==> config.mk <==
export PLATFORM = sky130hd
export DESIGN_NAME = bin2bcd_seq
export DESIGN_NICKNAME = d
export VERILOG_FILES = /design/src/rtl/bin2bcd_pkg.sv /design/src/rtl/bcd_digit_adj.sv /design/src/rtl/bin2bcd_seq.sv
export SDC_FILE = /design/constraint.sdc
export NUM_CORES = 1
export LEC_CHECK = 0
export BUFFER_PORTS_ARGS = -buffer_cell sky130_fd_sc_hd__buf_2
export CAP_MARGIN = 20
export CORE_ASPECT_RATIO = 1.25
export CORE_MARGIN = 8
export CORE_UTILIZATION = 50
export DETAILED_ROUTE_END_ITERATION = 8
export PLACE_DENSITY_LB_ADDON = 0.15
export SLEW_MARGIN = 0
export SYNTH_ARGS = -nofsm -noshare
export SYNTH_HDL_FRONTEND = slang
export SYNTH_SLANG_ARGS = --single-unit
==> constraint.sdc <==
create_clock -name clk -period 1.3 [get_ports clk]
set_input_delay 0.195 -clock clk [delete_from_list [all_inputs] [get_ports clk]]
set_output_delay 0.195 -clock clk [all_outputs]
set_load 0.005 [all_outputs]
==> src/rtl/bin2bcd_pkg.sv <==
// Shared types and constants for the sequential double-dabble converter.
// Used by bin2bcd_seq and its bcd_digit_adj cells.
package bin2bcd_pkg;

  typedef enum logic [1:0] {
    IDLE,
    SHIFT,
    DONE
  } state_t;

  localparam logic [3:0] BCD_ADJ    = 4'd3;
  localparam logic [3:0] BCD_THRESH = 4'd5;

  // Decimal digits needed to show 2**width-1, i.e. ceil(width*log10(2)).
  function automatic int digits_for(input int width);
    longint unsigned maxval;
    longint unsigned pow;
    int d;
    maxval = (64'd1 << width) - 64'd1;
    pow    = 64'd10;
    d      = 1;
    while (pow <= maxval) begin
      d   = d + 1;
      pow = pow * 64'd10;
    end
    return d;
  endfunction

endpackage

==> src/rtl/bcd_digit_adj.sv <==
// One BCD digit of the shift-and-add-3 step: digits of 5 or more get +3
// so the following left shift carries correctly into the next digit.
module bcd_digit_adj
  import bin2bcd_pkg::*;
(
  input  logic [3:0] d,
  output logic [3:0] q
);

  assign q = (d >= BCD_THRESH) ? d + BCD_ADJ : d;

endmodule

==> src/rtl/bin2bcd_seq.sv <==
// Sequential binary-to-BCD converter, one operand bit per clock.
// Define BIN2BCD_BLANK_EN to drive the leading-zero blanking flags.
module bin2bcd_seq
  import bin2bcd_pkg::*;
#(
  parameter int BIN_W  = 9,
  parameter int DIGITS = 3
) (
  input  logic                  clk,
  input  logic                  rst,
  input  logic                  start,
  input  logic [BIN_W-1:0]      bin,
  output logic                  busy,
  output logic                  done,
  output logic [4*DIGITS-1:0]   bcd,
  output logic                  overflow,
  output logic [DIGITS-1:0]     blank
);

  localparam int SW = 4 * DIGITS;
  localparam int CW = $clog2(BIN_W + 1);
  // With enough digits nothing can ever leave the top of the scratch.
  localparam bit OVF_POSSIBLE = (DIGITS < digits_for(BIN_W));

  state_t                 state;
  logic [CW-1:0]          cnt;
  logic [SW-1:0]          scratch;
  logic [SW-1:0]          adjusted;
  logic [BIN_W-1:0]       operand;
  logic                   sticky;
  logic [SW+BIN_W-1:0]    shifted;

  for (genvar g = 0; g < DIGITS; g++) begin : g_adj
    bcd_digit_adj u_adj (
      .d(scratch[4*g +: 4]),
      .q(adjusted[4*g +: 4])
    );
  end

  // Bit leaving the top of the scratch is adjusted[SW-1]; it feeds sticky.
  assign shifted = {adjusted[SW-2:0], operand, 1'b0};

  always_ff @(posedge clk) begin
    if (rst) begin
      state    <= IDLE;
      cnt      <= '0;
      scratch  <= '0;
      operand  <= '0;
      sticky   <= 1'b0;
      busy     <= 1'b0;
      done     <= 1'b0;
      bcd      <= '0;
      overflow <= 1'b0;
    end else begin
      done <= 1'b0;
      case (state)
        IDLE: begin
          if (start) begin
            scratch <= '0;
            operand <= bin;
            cnt     <= CW'(BIN_W);
            sticky  <= 1'b0;
            busy    <= 1'b1;
            state   <= SHIFT;
          end
        end
        SHIFT: begin
          {scratch, operand} <= shifted;
          sticky             <= sticky | adjusted[SW-1];
          cnt                <= cnt - CW'(1);
          if (cnt == CW'(1)) begin
            busy  <= 1'b0;
            state <= DONE;
          end
        end
        DONE: begin
          bcd      <= scratch;
          overflow <= OVF_POSSIBLE && sticky;
          done     <= 1'b1;
          state    <= IDLE;
        end
        default: state <= IDLE;
      endcase
    end
  end

`ifdef BIN2BCD_BLANK_EN
  logic [DIGITS-1:0] blank_next;
  logic              all_zero;

  // Digit i blanks when it and every digit above it are zero; digit 0 never does.
  always_comb begin
    blank_next = '0;
    all_zero   = 1'b1;
    for (int i = DIGITS - 1; i >= 1; i--) begin
      all_zero      = all_zero && (scratch[4*i +: 4] == 4'd0);
      blank_next[i] = all_zero;
    end
  end

  always_ff @(posedge clk) begin
    if (rst) begin
      blank <= ~DIGITS'(1);
    end else if (state == DONE) begin
      blank <= blank_next;
    end
  end
`else
  assign blank = '0;
`endif

endmodule

==> results of run 1 <==
-- stage by stage --
stage | hold slack, ns | cell area [um^2] | setup TNS [ns] | power (uW)
5_1_grt | 0.1916 | 2310 | -0.06514 | 2616
4_1_cts | 0.1691 | 2267 | 0 | 2499
6_report | 0.1755 | 2310 | 0 | 2480
2_1_floorplan | 0.3590 | 1909 | 0 | 1614
3_5_place_dp | 0.4463 | 2150 | -0.2467 | 1710
3_3_place_gp | 0.4393 | 2150 | -0.05073 | 1708
-- synth_stat cells, types with 2 or more instances --
library cell | count | share of area, %
xor2_1 | 2 | 0.93
clkbuf_1 | 2 | 0.40
dfxtp_1 | 41 | 44
buf_1 | 2 | 0.40
nand3_1 | 3 | 0.80
xnor2_1 | 3 | 1.4
buf_4 | 4 | 1.6
nor3_1 | 12 | 3.2
buf_2 | 8 | 2.1
a22oi_1 | 2 | 0.80
a211oi_2 | 2 | 1.3
nor2b_1 | 8 | 2.7
nand2_1 | 26 | 5.2
nand2b_1 | 5 | 1.7
inv_1 | 9 | 1.8
nor2_1 | 35 | 7.0
mux2i_1 | 3 | 1.6
o21ai_0 | 7 | 1.9
a22o_1 | 8 | 3.7
a21oi_1 | 29 | 7.7
nand3b_1 | 2 | 0.80
ha_1 | 8 | 5.3
-- sequential cells by signal, summed over array words and instances, names as in the netlist --
name     flops
bcd         12
busy         1
cnt          4
scratch     12
state        2
operand      9
done         1
-- cell families (layout without fill, tap and decap cells) --
| logic type | count (synthesis) | count (layout) | synth area share, % |
|---|---|---|---|
| compound gates | 50 | 50 | 16.58 |
| xor+xnor | 5 | 5 | 2.321 |
| fa+ha+maj | 8 | 8 | 5.305 |
| buf+inv | 25 | 62 | 6.300 |
| flops | 41 | 41 | 43.50 |
| mux | 4 | 4 | 2.188 |
| other cells | 1 | 4 | 0.1987 |
| simple gates | 97 | 97 | 23.61 |
-- layer usage --
layer | track usage (%) | wire (um) | vias to the layer above
met1 | 14.79 | 1704 | 717
met4 | 7.970 | 53 | 0
met3 | 4.410 | 220 | 4
met5 | 0 | 0 | -
li1 | - | - | 835
met2 | 23.50 | 1943 | 30
-- power groups by stage --
stage	clock network, uW	logic [uW]	registers, uW
2_1_floorplan	0	248	1370
5_1_grt	871	394	1350
3_5_place_dp	0	339	1370
6_report	787	349	1340
4_1_cts	812	346	1340
3_3_place_gp	0	338	1370
-- layout make-up --
type / instances / area, um^2 / share of cell area [%]
timing repair buffer: 45 / 275.3 / 11.92
clock buffer: 6 / 72.57 / 3.142
multi-input combinational: 168 / 1040 / 45.02
tap: 40 / 50.05 / 2.167
sequential: 41 / 828.3 / 35.86
inverter: 9 / 33.78 / 1.463
clock inverter: 2 / 10.01 / 0.4334
-- how the worst max path moves through the flow --
stage | to | slack, ns
floorplan | scratch[6] | 0.008
global placement | scratch[2] | -0.03
detailed placement | scratch[2] | -0.07
CTS | scratch[3] | 0.004
global route | scratch[2] | -0.03
finish | scratch[2] | 0.04
-- critical path, delay by kind of cell (launching register included) --
kind | cells | cell delay [ns]
AND/OR/NAND/NOR | 1 | 0.14
buffers and inverters | 1 | 0.05
multiplexers | 1 | 0.23
adder cells (fa/ha/maj) | 1 | 0.16
flip-flops | 1 | 0.34
AO/OA/AOI/OAI | 2 | 0.30
-- repair_timing --
action | CTS | global route
gates cloned | 0 | 0
pin swaps | 2 | 2
gates resized for setup | 9 | 15
endpoints found under the setup margin | 8 | 14
==> metrics.md, run 1 <==
| Metric | Value |
|---|---|
| Worst Path Arrival | around 1.5 ns |
| Clock share of power | 31.7% |
| Die area | around 6000 um^2 |
| DR iter-0 viols | 71 |
| Global-route wire length before repair | about 6800 um |
| Detail Placement HPWL | ~2900 um |
| Slowest CP cell | dfxtp_2 |
| Final Hold Viols | 0 |
| Hold Crit Endpoint | operand[0] |
| Setup WS pre-CTS | -0.07097 ns |
| Maximum VDD drop | approximately 0.73 mV |
| Netlist cell types | 32 |
| H-tree lvl count | 2 |
| Vias per cell | 5.100 |
| Clock latency on the worst-skew pair | a little under 0.3 ns |
| Worst hold start | bin[0] |
| Setup bufs post-CTS | 0 |
| Final Skew | between 0.008 and 0.009 ns |
| Logic pwr share | about 14% |
| Initial antenna violation count | 0 |
| Yosys warns | 0 |
| Switch Pwr | ~640 uW |
| Post-synth ARST share | 0% |
| Internal power | 1837 uW |
| Commonest cells after routing, fill and taps aside | dfxtp_1 (35), nor2_1 (34), a21oi_1 (26), nand2_1 (26), buf_2 (25) |
| Worst setup SP type | flip-flop |
| Syn_area_per_cell | roughly 8 um^2 |
| Wire per inst | 12.61 um |
| Number of synthesized flops with an enable pin | 0 |
| CP startpoint | scratch[1] |
| Rows | 25 |
| # DRC | 0 |
| Core area | roughly 3700 um^2 |
| Clock tree buffer depth | 2 |
| Min-Delay Path Class | input port to flip-flop |
| Post-Syn Area | roughly 1900 um^2 |
| CTS tree | yes |
| Kind of critical path | flip-flop to flip-flop |
| Num ports | 30 |
| Post-route ant nets | 0 |
| R2R depth | 6 |
| Status | complete, no violations |
| Clock-pin transition on the worst setup and hold timing paths | 0.07 ns |
| Sequential-to-total area share from yosys stat | 43.50% |
| RR Endpoint | scratch[2] |
| Final setup margin | approximately 0.040 ns |
| Initial core utilization | between 50% and 60% |
| DR pass1 iterations | 4 |
| Largest net degree at the start of global routing | 21 |
| Max-slew violation count | 0 |
| Slowest cell delay on critical path | 0.34 ns |
| PD cells | roughly 1100 nW/um^2 |
| CTS Hold Bufs | 0 |
| Setup violators final | 0 |
| Final period util | between 90% and 100% |
| Worst R2R Start | scratch[1] |
| CP cell instances | inv_2 > ha_2 > nand2b_4 > a21oi_4 > mux2i_1 > a22o_1 |
| Routed vias | around 1600 |
| Setup crit end kind | flip-flop |
| Post-synthesis register bit count | 41 |
| Ys flop type | dfxtp_1 |
| Grt ovf | 0 |
| Max Freq | slightly below 800 MHz |
| Final core occ | 62.58% |
| Placed cells | between 300 and 400 |
| RSZ-0062 raised after global routing | true |
| Final wirelength | approximately 3900 um |
| Vias in the first global route | around 1600 |
| Min Clock Period, post-route | 1.260 ns |
| Area grow syn2layout | 22.41% |
| Hold depth | 3 |
| Worst Path Required | roughly 1.5 ns |
| CTS sink count | 41 |
| Sw Share | between 20% and 30% |
| Fillers | 334 |
| Die W | slightly above 70 um |
| Clk root buf | clkbuf_8 |
| # Max-Cap Violations | 0 |
| LEAKAGE | ~0.001 uW |
| Most common cell after layout, fill and taps aside | dfxtp_1 |
| Port bufs | 25 |
| Crit Path Max Fanout | 3 |
| Share of layout cells above drive strength 1 | approximately 30% |
| Final std cells w/o fill | just over 300 |
| GRT Resource Usage Total | between 10% and 20% |
| ANT cells | 0 |
| DIE HEIGHT | about 85 um |
| RePlAce Congestion | 0.7339 |
| TritonCTS Buffers | 5 |
| R2R setup slack | roughly 0.040 ns |
| Synthesized netlist cell count | between 200 and 250 |
| Nets | 290 |
| Reg power frac | a little over half |
No activity file was read; power rests on OpenSTA's default activity.
==> inputs of run 2 (changes only) <==
Settings changed: CORE_ASPECT_RATIO 1.25 to 0.8.
==> run 2 against run 1 <==
The flow now finishes with violations (setup timing). Clock-buffer cell count did not move. Worst hold slack got worse by 0.0069 ns. Wire length rose by 6.7%. Via count rose by 3.8%. Utilization rose by 2.8 points. Clock skew fell by 0.0034 ns. First-iteration DRC count rose by 70%. Clock power rose by 12%. Global-route usage rose by 0.36 points. Combinational power rose by 4%. Non-clock buffer count rose by 3. Register-to-register slack got worse by 0.04 ns. Critical path type unchanged. Largest cell class unchanged.
==> metrics.md, run 2 (synthesis gave the netlist of run 1 again) <==
| Metric | Value |
|---|---|
| Status | finished, violations left |
| Failing checks | setup timing |
| ANT cells | 0 |
| GRT Resource Usage Total | around 14% |
| Vias per cell | between 5 and 6 |
| CTS Hold Bufs | 0 |
| CTS tree | yes |
| Grt ovf | 0 |
| R2R setup slack | -0.002 ns |
| Post-route ant nets | 0 |
| Wire per inst | approximately 13 um |
| Core area | 3704 um^2 |
| Crit Path Max Fanout | 3 |
| Worst R2R Start | scratch[5] |
| DR iter-0 viols | between 100 and 150 |
| Setup crit end kind | flip-flop |
| Maximum VDD drop | about 0.63 mV |
| RePlAce Congestion | 0.7582 |
| Worst Path Required | approximately 1.5 ns |
| Die W | about 85 um |
| Num ports | 30 |
| Most common cell after layout, fill and taps aside | nor2_1 |
| Kind of critical path | flip-flop to flip-flop |
| Clk root buf | clkbuf_8 |
| # DRC | 0 |
| Max-slew violation count | 0 |
| Final setup margin | -0.002091 ns |
| Sw Share | 26.56% |
| R2R depth | 6 |
| Clock-pin transition on the worst setup and hold timing paths | approximately 0.080 ns |
| Routed vias | around 1600 |
| CTS sink count | a little over 40 |
| Final instance area | between 2000 and 2500 um^2 |
| Vias in the first global route | 1519 |
| Area grow syn2layout | 28.25% |
| Detail Placement HPWL | between 2000 and 3000 um |
| Dpl cell area | about 2200 um^2 |
| TritonCTS Buffers | 5 |
| H-tree lvl count | 2 |
| Global-route wire length before repair | about 7000 um |
| Final Hold Viols | 0 |
| Final Skew | between 0.005 and 0.006 ns |
| Reg power frac | 52.0% |
| Logic pwr share | ~14% |
| Crit path to | scratch[5] |
| DR pass1 iterations | 4 |
| Total power | between 2000 and 3000 uW |
| DIE HEIGHT | between 70 and 80 um |
| PD cells | ~1100 nW/um^2 |
| Min Clock Period, post-route | 1.302 ns |
| Worst setup SP type | flip-flop |
| CP startpoint | scratch[5] |
| Initial antenna violation count | 0 |
| Die area | roughly 6000 um^2 |
| Commonest cells after routing, fill and taps aside | nor2_1 (34), dfxtp_1 (33), a21oi_1 (26), nand2_1 (26), buf_2 (25) |
| Clock share of power | between 30% and 40% |
| Setup violators final | 1 |
| Setup WS pre-CTS | -0.04620 ns |
| Worst hold margin | roughly 0.17 ns |
| Final period util | 100.2% |
| Final wirelength | 4185 um |
| Internal power | between 1500 and 2000 uW |
| RSZ-0062 raised after global routing | true |
| Rows | 20 |
| Top flop regs | bcd: 12 flops, scratch: 12 flops, operand: 9 flops |
| Largest net degree at the start of global routing | 31 |
| # Max-Cap Violations | 0 |
| Clock tree buffer depth | 2 |
| LEAKAGE | roughly 0.0010 uW |
| Worst Path Arrival | 1.49 ns |
| Nets | approximately 290 |
| Min-Delay Path Class | input port to flip-flop |
| Port bufs | 25 |
| Initial core utilization | 50.95% |
| RR Endpoint | scratch[5] |
| Clock latency on the worst-skew pair | about 0.29 ns |
| Switch Pwr | 687.9 uW |
| Max Freq | about 770 MHz |
| Share of layout cells above drive strength 1 | between 30% and 40% |
[run 2: layout make-up]
| class | instances | area, um^2 |
|---|---|---|
| clock buffers | 6 | 82.58 |
| clock inverters | 2 | 13.76 |
| fillers | 323 | 1284 |
| inverters | 9 | 36.28 |
| multi-input cells | 168 | 1100 |
| flip-flops and latches | 41 | 830.8 |
| well taps | 44 | 55.05 |
| repair buffers | 48 | 301.5 |
[run 2: worst max-delay path, cell delays in order, from the launching register on]
cell,delay [ns]
dfxtp_2,0.33
inv_2,0.08
ha_2,0.21
nand2b_4,0.06
a21oi_4,0.19
xnor2_1,0.12
a22o_1,0.20
[run 2: repair_timing]
action	CTS	global route
endpoints found under the setup margin	7	20
resized for setup	8	32
pin swaps	3	6
setup buffers	0	1
[run 2: how the worst min path moves through the flow]
stage,from,cells past startpoint,end
after floorplan,bin[0],2,operand[0]
after global placement,bcd[2],2,bcd[2]
after detailed placement,bcd[2],2,bcd[2]
after CTS,rst,2,scratch[3]
after global routing,rst,2,scratch[7]
final,bin[0],3,operand[0]
[run 2: power groups by stage]
stage | clock, uW | combinational, uW | sequential (uW)
floorplan | 0 | 248 | 1370
global placement | 0 | 339 | 1370
detailed placement | 0 | 340 | 1370
CTS | 894 | 345 | 1340
global route | 944 | 413 | 1350
finish | 881 | 363 | 1350
[run 2: metal layers]
metal  part of all wire, %  routed length, um  global-route usage [%]  up-vias
met2                    43               1791                   20.31       30
met4                   2.5                106                   5.315        0
met5                     0                  0                       0        -
met1                    49               2068                   19.41      757
li1                      -                  -                       -      849
met3                   5.2                219                   4.630       11
[run 2: stage by stage]
stage	utilization [%]	setup TNS, ns	instances
3_3_place_gp	58.58	0	309
4_1_cts	61.76	0	317
3_5_place_dp	58.58	-0.09944	309
6_report	65.34	-0.002091	318
2_1_floorplan	-	0	234
5_1_grt	65.34	-0.1244	318
